[config.mk]
export PLATFORM = sky130hd
export DESIGN_NAME = lif_neuron
export DESIGN_NICKNAME = d
export VERILOG_FILES = /design/src/rtl/lif_neuron.sv
export SDC_FILE = /design/constraint.sdc
export NUM_CORES = 1
export LEC_CHECK = 0
export ABC_AREA = 1
export BUFFER_PORTS_ARGS = -buffer_cell sky130_fd_sc_hd__buf_4
export CORE_MARGIN = 2
export CORE_UTILIZATION = 61
export DETAILED_ROUTE_END_ITERATION = 10
export PLACE_DENSITY = 0.81
export SLEW_MARGIN = 30
export SYNTH_ARGS = -nofsm -noshare
export SYNTH_HDL_FRONTEND = slang
export SYNTH_SLANG_ARGS = --single-unit
[constraint.sdc]
create_clock -name clk -period 6.8 [get_ports clk]
set_input_delay 1.36 -clock clk [delete_from_list [all_inputs] [get_ports clk]]
set_output_delay 1.36 -clock clk [all_outputs]
set_load 0.005 [all_outputs]
[src/rtl/lif_neuron.sv]
// Leaky integrate-and-fire neuron: weighted two-input integration, periodic shift leak, refractory hold.
// Optional saturating fire counter on spike_count when LIF_SPIKE_COUNT_EN is defined.
module lif_neuron #(
  parameter int WIDTH          = 8,
  parameter int WEIGHT_A       = 20,
  parameter int WEIGHT_B       = 12,
  parameter int THRESHOLD      = 100,
  parameter int LEAK_PERIOD    = 4,
  parameter int LEAK_SHIFT     = 3,
  parameter int REFRACT_CYCLES = 5,
  parameter int CNT_WIDTH      = 8
) (
  input  logic             clk,
  input  logic             reset,
  input  logic             enable,
  input  logic             spike_in_a,
  input  logic             spike_in_b,
  output logic             spike,
  output logic [WIDTH-1:0] membrane,
  output logic             refractory
`ifdef LIF_SPIKE_COUNT_EN
  ,
  output logic [CNT_WIDTH-1:0] spike_count
`endif
);

  typedef enum logic {ST_INTEGRATE, ST_REFRACT} state_t;

  localparam int VW  = WIDTH + 2;
  localparam int LCW = (LEAK_PERIOD > 1) ? $clog2(LEAK_PERIOD) : 1;
  localparam int RCW = (REFRACT_CYCLES > 0) ? $clog2(REFRACT_CYCLES + 1) : 1;

  localparam logic [VW-1:0]    V_MAX   = {2'b00, {WIDTH{1'b1}}};
  localparam logic [VW-1:0]    WA      = VW'(WEIGHT_A);
  localparam logic [VW-1:0]    WB      = VW'(WEIGHT_B);
  localparam logic [WIDTH-1:0] TH      = WIDTH'(THRESHOLD);
  localparam logic [LCW-1:0]   LC_LAST = LCW'(LEAK_PERIOD - 1);
  localparam logic [RCW-1:0]   RC_INIT = RCW'(REFRACT_CYCLES);
  localparam logic [RCW-1:0]   RC_ONE  = RCW'(1);

  state_t           state;
  logic [LCW-1:0]   leak_cnt;
  logic [RCW-1:0]   refract_cnt;

  logic [WIDTH-1:0] leak;
  logic [VW-1:0]    v_raw;
  logic [WIDTH-1:0] v_next;
  logic [LCW-1:0]   leak_cnt_nxt;
  logic             fire;

  // Two guard bits keep the sum exact before saturation; leak <= membrane so no underflow.
  always_comb begin
    leak         = (leak_cnt == LC_LAST) ? (membrane >> LEAK_SHIFT) : '0;
    v_raw        = {2'b00, membrane} - {2'b00, leak}
                 + (spike_in_a ? WA : '0) + (spike_in_b ? WB : '0);
    v_next       = (v_raw > V_MAX) ? {WIDTH{1'b1}} : v_raw[WIDTH-1:0];
    fire         = (v_next >= TH);
    leak_cnt_nxt = (leak_cnt == LC_LAST) ? '0 : leak_cnt + LCW'(1);
  end

  assign refractory = (state == ST_REFRACT);

  always_ff @(posedge clk) begin
    if (reset) begin
      state       <= ST_INTEGRATE;
      membrane    <= '0;
      spike       <= 1'b0;
      leak_cnt    <= '0;
      refract_cnt <= '0;
    end else begin
      spike <= 1'b0;
      if (enable) begin
        case (state)
          ST_INTEGRATE: begin
            if (fire) begin
              spike    <= 1'b1;
              membrane <= '0;
              leak_cnt <= '0;
              if (REFRACT_CYCLES > 0) begin
                state       <= ST_REFRACT;
                refract_cnt <= RC_INIT;
              end
            end else begin
              membrane <= v_next;
              leak_cnt <= leak_cnt_nxt;
            end
          end
          ST_REFRACT: begin
            membrane    <= '0;
            refract_cnt <= refract_cnt - RC_ONE;
            if (refract_cnt == RC_ONE) state <= ST_INTEGRATE;
          end
          default: state <= ST_INTEGRATE;
        endcase
      end
    end
  end

`ifdef LIF_SPIKE_COUNT_EN
  always_ff @(posedge clk) begin
    if (reset)
      spike_count <= '0;
    else if (enable && state == ST_INTEGRATE && fire && spike_count != {CNT_WIDTH{1'b1}})
      spike_count <= spike_count + CNT_WIDTH'(1);
  end
`endif

endmodule

# --- Word-level counts from Yosys, hierarchy flattened ---
# Cells that the tools add are included.
classes:
  n_addsub: 5
  n_mul: 0
  n_div: 0
  magnitude_cmp: 2
  n_eq_ne: 3
  shifts: 0
  muxes: 13
  bitwise: 2
  reduce_logical: 3
op_table:
  columns: ["cell", "n"]
  rows:
  - ["two-way mux 8 bit", 2]
  - ["one-hot mux 8 bit (2 select lines)", 1]
  - ["adder 10 x 4 -> 10 bit", 1]
  - ["adder 9 x 6 -> 10 bit", 1]
  - ["> comparator 10 x 8 -> 1 bit (second input constant)", 1]
  - ["two-way mux 5 bit", 2]
  - ["subtractor 8 x 5 -> 9 bit", 1]
  - ["greater-or-equal comparator 8 x 7 -> 1 bit (second input constant)", 1]
  - ["one-hot mux 3 bit (2 select lines)", 1]
  - ["two-way mux 2 bit", 2]
  - ["two-way mux 4 bit", 1]
  - ["AND reduction 2 bit", 2]
  - ["equality test 3 x 1 -> 1 bit (second input constant)", 1]
  - ["two-way mux 3 bit", 1]
  - ["OR reduction 3 bit", 1]
  - ["subtractor 3 x 1 -> 3 bit (second input constant)", 1]
  - ["adder 2 x 1 -> 2 bit (second input constant)", 1]
  - ["equality test 2 bit (second input constant)", 1]
  - ["two-way mux 1 bit", 2]
  - ["inequality test 2 bit (second input constant)", 1]
  - ["inverter 1 bit", 2]
  - ["one-hot mux 1 bit (2 select lines)", 1]
totals:
  ff_bits: 15
  latch_bits: 0
  ramBits: 0
  mem_bits_ro: 0
  output_inout_bits: 10
  n_memories: 0

# --- Logic depth before layout (Yosys ltp) ---
logic_depth:
  word_depth: 10
  ltp_mapped: 24
  mapped_depth_nobuf: 24

# --- Worst setup path after synthesis ---
# OpenSTA, ideal clock, no wires.
synth_path:
  path_kind: "in2reg"
  from: "in spike_in_a"
  to: "reg leak_cnt[0]"
  t_arrival_ps: 3373
  required_time_ps: 6729
  setup_slack_ps: 3356
  path_stages: 11
  path_buffers: 0
  cell_sequence: "fa_1 ha_1 fa_1 a21oi_1 nor2_4 xnor2_1 a21oi_1 nand2_2 nor2_4 nand2_1 a21oi_1"
synth_via:
  elab_chain_cells: 7
synth_rtl:
  columns: ["element", "line_no", "source"]
  rows:
  - ["start, declared", "16", "input logic spike_in_a,"]
  - ["two-way mux 5 bit *", "55", "+ (spike_in_a ? WA : '0) + (spike_in_b ? WB : '0);"]
  - ["adder 9 x 6 -> 10 bit *", "55", null]
  - ["adder 10 x 4 -> 10 bit *", "55", null]
  - ["> comparator 10 x 8 -> 1 bit", "56", "v_next = (v_raw > V_MAX) ? {WIDTH{1'b1}} : v_raw[WIDTH-1:0];"]
  - ["two-way mux 8 bit *", "56", null]
  - ["greater-or-equal comparator 8 x 7 -> 1 bit *", "57", "fire = (v_next >= TH);"]
  - ["two-way mux 2 bit *", "75", "if (fire) begin"]
  - ["end signal, assigned", "85", "leak_cnt <= leak_cnt_nxt;"]
  - ["end, declared", "42", "logic [LCW-1:0] leak_cnt;"]
# Every way passes the cells marked *; elsewhere a longest branch is shown, timed or not.
# A chain may end at the register's enable or synchronous reset.

# --- Worst setup path after layout ---
layout_path:
  from: "reg leak_cnt[0]"
  to: "reg membrane[4]"
layout_via:
  elab_chain_cells: 10
layout_rtl:
  columns: ["element", "line_no", "source"]
  rows:
  - ["equality test 2 bit *", "53", "leak = (leak_cnt == LC_LAST) ? (membrane >> LEAK_SHIFT) : '0;"]
  - ["two-way mux 5 bit *", "53", null]
  - ["subtractor 8 x 5 -> 9 bit *", "54", "v_raw = {2'b00, membrane} - {2'b00, leak}"]
  - ["adder 9 x 6 -> 10 bit *", "55", null]
  - ["adder 10 x 4 -> 10 bit *", "55", null]
  - ["> comparator 10 x 8 -> 1 bit", "56", null]
  - ["two-way mux 8 bit *", "56", null]
  - ["greater-or-equal comparator 8 x 7 -> 1 bit", "57", null]
  - ["two-way mux 8 bit *", "75", null]
  - ["one-hot mux 8 bit (2 select lines) *", "73", "case (state)"]
  - ["end signal, assigned", "84", "membrane <= v_next;"]
  - ["end, declared", "19", "output logic [WIDTH-1:0] membrane,"]
# Marked as above.

==> summary by stage <==
STA
Once routing completed, OpenROAD measured the worst setup slack at 2.782 ns. For the pin with the worst max-slew slack, the measured transition is 0.3417 ns. Static timing analysis puts the maximum clock frequency at 248.9 MHz.

Setup repair after global routing left no endpoint under its margin. The shortest period the worst path allows is 4.018 ns. Across the routed clock network, the largest skew measured is 0.003452 ns. The total negative slack is 0 ns. The final cycle utilization of the critical path is 59.09%. The worst pin sits at a relative slew slack of 77.22%.

The total of endpoints with negative setup slack in the final report is 0. The final hold violation count was 0. The count of pins over their slew limit is 0.

Clock network
The TritonCTS clock tree is yes. The clock slew at the register clock pins of the worst setup and hold paths is 0.08 ns. The clock latency reported for the late side of the worst-skew pair is 0.28 ns.

The clock root buffer is sky130_fd_sc_hd__clkbuf_4. The clock drives 15 sinks. Buffers added to address setup during post-CTS repair amount to 0. CTS built an H-tree with a depth of 1.

Gates resized during post-CTS repair numbered 0. The number of hold buffers added after cts is 0. The total clock buffers created by CTS is 3. The maximum count of clock buffers along a single path is 2.

Cells and area
The area overhead of the layout relative to synthesis is 12.68%. The ratio of cells with drive above 1 in the final layout is 17.65%. In the layout the commonest cells are sky130_fd_sc_hd__nand2_1, sky130_fd_sc_hd__inv_1, sky130_fd_sc_hd__a21oi_1, sky130_fd_sc_hd__dfxtp_1, sky130_fd_sc_hd__buf_4. The most common cell after layout, fill and taps aside is sky130_fd_sc_hd__nand2_1.

The post-layout net count is 209. The number of antenna diodes in the final layout is 0. Measured on the finished design, the core utilization comes to 71.74%. The count of cells in the finished layout, fillers not included, comes to 214. The number of inserted filler cells in the final layout is 183.

Route
After detailed routing, the average wire length per cell comes to 13.01 um. For this block, the initial DRC count from the detailed router was 23. The number of antenna-violating nets in the routed design is 0.

The overall via count from detail_route is 1166. The pre-antenna-repair detailed-routing pass consisted of 4 iterations. Using the TritonRoute via totals, the vias-per-cell ratio works out to 5.449. The final layout contains routed wiring with a total length of 2784 um. For this run, design rule violations remaining after detail routing come to 0.

GRT
The total congestion overflow is 0. The first global-routing pass estimated 4657 um of wire. The global routing usage summed across all routing layers is 25.69%. The initial antenna violation count is 0. The via count of the first global-routing pass is 1096. The maximum number of pins on one net before global-route repair is 13.

Power
The ratio of total power to cell area is 385.3 mW/mm2. For this design the static power due to leakage is 0.7023 nW. VDD sags by at most 220.6 uV. The overall power consumption is 0.5312 mW.

Worst setup path
Of all nets on the critical path, the largest fanout is 9. The critical path launch point is leak_cnt[0]. The element type at the critical path start is a flop.

The launching point of the worst reg2reg path is leak_cnt[0]. For the worst setup path, the data arrival time is 4.23 ns. At the worst endpoint, the required time is 7.01 ns. The classification of the worst setup path is flop to flop. The nature of the critical path endpoint is a flop.

Floorplan
Pin placement for this block handled 15 I/O pins. The floorplan has 16 rows. The die covers 0.002380 mm2.

The die is 48.79 um wide. Measured along the y axis, the die boundary spans 48.79 um. The starting utilization of the core area is 63.67%. The area inside the core boundary is 0.001922 mm2.

Placed design
At the placement stage, the worst setup path has a slack of 2.925 ns. The port buffer count is 14. Routability-driven placement finished with a final weighted congestion of 0.9093. The half-perimeter wire length after placement is 2295 um. The number of placed instances, taps included, is 210.

Synth
The total of warnings raised by yosys is 0. Each instance of the synthesized netlist takes up on average 7.198 um2. The post-synthesis net count is 191.

Sequential elements use 24.54% of the synthesized area. The count of mapped cells out of synthesis is 170. Synthesis inferred 15 register bits.

In this run the cell area of the synthesized design comes to 0.001224 mm2. The number of distinct standard cells referenced by the synthesized netlist is 29.

Min path
The startpoint identified for the worst hold timing path is refract_cnt[1]. The kind of path behind the tightest hold check is flop to flop.

Status
The run finished with clean final reports.

Flow run
The tool flagged a number of max-cap violations equal to 0.
cell type report:
type | count | area [um2] | area share [%]
clock buffer | 4 | 26.28 | 1.906
inverter | 26 | 97.59 | 7.078
multi-input combinational | 128 | 815.8 | 59.17
sequential | 15 | 300.3 | 21.78
tap | 27 | 33.78 | 2.450
timing repair buffer | 14 | 105.1 | 7.623
where the power goes:
group	switching [mW]	internal, mW	leakage, nW
Combinational	0.216	0.138	0.565
Sequential	0.0197	0.109	0.122
Clock	0.0260	0.0228	0.0150
Total	0.262	0.269	0.702
layer usage:
metal,vias up,share of wire [%],global-route usage (%)
li1,582,-,-
met1,524,42,30.59
met2,51,48,43.84
met3,9,8.2,7.055
met4,0,1.4,10.00
met5,-,0,0
state kept, by name, summed over array words and instances (netlist names):
| register | flops |
|---|---|
| leak_cnt | 2 |
| membrane | 8 |
| refract_cnt | 3 |
| refractory | 1 |
| spike | 1 |
path summary, 6_finish.rpt:
| path | to | slack, ns | cells past startpoint |
|---|---|---|---|
| worst max-delay path | membrane[4] | 2.78 | 22 |
| worst min-delay path | refract_cnt[1] | 0.47 | 2 |
| worst min register to register | refract_cnt[1] | 0.47 | 2 |
| worst max register to register | membrane[4] | 2.78 | 22 |
cells in the mapped netlist (all sizes together):
| master | count | area, um2 |
|---|---|---|
| a21o | 1 | 7.510 |
| a21oi | 16 | 80.08 |
| a31oi | 1 | 6.260 |
| dfxtp | 15 | 300.3 |
| dlygate4sd3 | 1 | 10.01 |
| fa | 3 | 60.06 |
| ha | 13 | 162.7 |
| inv | 26 | 97.60 |
| nand2 | 51 | 209.0 |
| nand3 | 15 | 90.09 |
| nand3b | 1 | 7.510 |
| nand4 | 1 | 6.260 |
| nor2 | 10 | 55.06 |
| nor3 | 1 | 5.000 |
| nor3b | 2 | 26.28 |
| o21ai | 3 | 15.01 |
| o21bai | 1 | 11.26 |
| o31ai | 2 | 15.01 |
| or2 | 1 | 6.260 |
| xnor2 | 2 | 17.52 |
| xor2 | 4 | 35.03 |
cells by family (layout without fill, tap and decap cells):
group / Yosys count / in the layout / share of synthesized area (%)
flops: 15 / 15 / 24.54
simple gates: 82 / 82 / 33.13
compound gates: 24 / 24 / 11.04
xor+xnor: 6 / 6 / 4.294
buf+inv: 27 / 44 / 8.794
fa+ha+maj: 16 / 16 / 18.20
worst max-delay path, stage by stage, from the launching register on:
cell and delay (ns):
sky130_fd_sc_hd__dfxtp_1 0.36, sky130_fd_sc_hd__ha_1 0.28, sky130_fd_sc_hd__nand2_1 0.08, sky130_fd_sc_hd__inv_1 0.06
sky130_fd_sc_hd__ha_1 0.13, sky130_fd_sc_hd__inv_1 0.06, sky130_fd_sc_hd__fa_1 0.41, sky130_fd_sc_hd__nand2_1 0.09
sky130_fd_sc_hd__nand2_1 0.09, sky130_fd_sc_hd__xor2_1 0.17, sky130_fd_sc_hd__inv_1 0.08, sky130_fd_sc_hd__ha_1 0.32
sky130_fd_sc_hd__ha_1 0.30, sky130_fd_sc_hd__nand3_1 0.07, sky130_fd_sc_hd__nand2_1 0.11, sky130_fd_sc_hd__inv_1 0.09
sky130_fd_sc_hd__nor3b_4 0.20, sky130_fd_sc_hd__nand3_2 0.13, sky130_fd_sc_hd__a21oi_1 0.33, sky130_fd_sc_hd__nand2_2 0.13
sky130_fd_sc_hd__nor2_4 0.18, sky130_fd_sc_hd__nand2_1 0.11, sky130_fd_sc_hd__a21oi_1 0.15
through the flow:
step                hold WS [ns]  instance area [um2]
finish                    0.4669                 1379
global route              0.5125                 1379
CTS                       0.4707                 1379
detailed placement        0.4590                 1353
global placement          0.4515                 1353
floorplan                 0.4396                 1224
(Power assumes the default switching activity.)
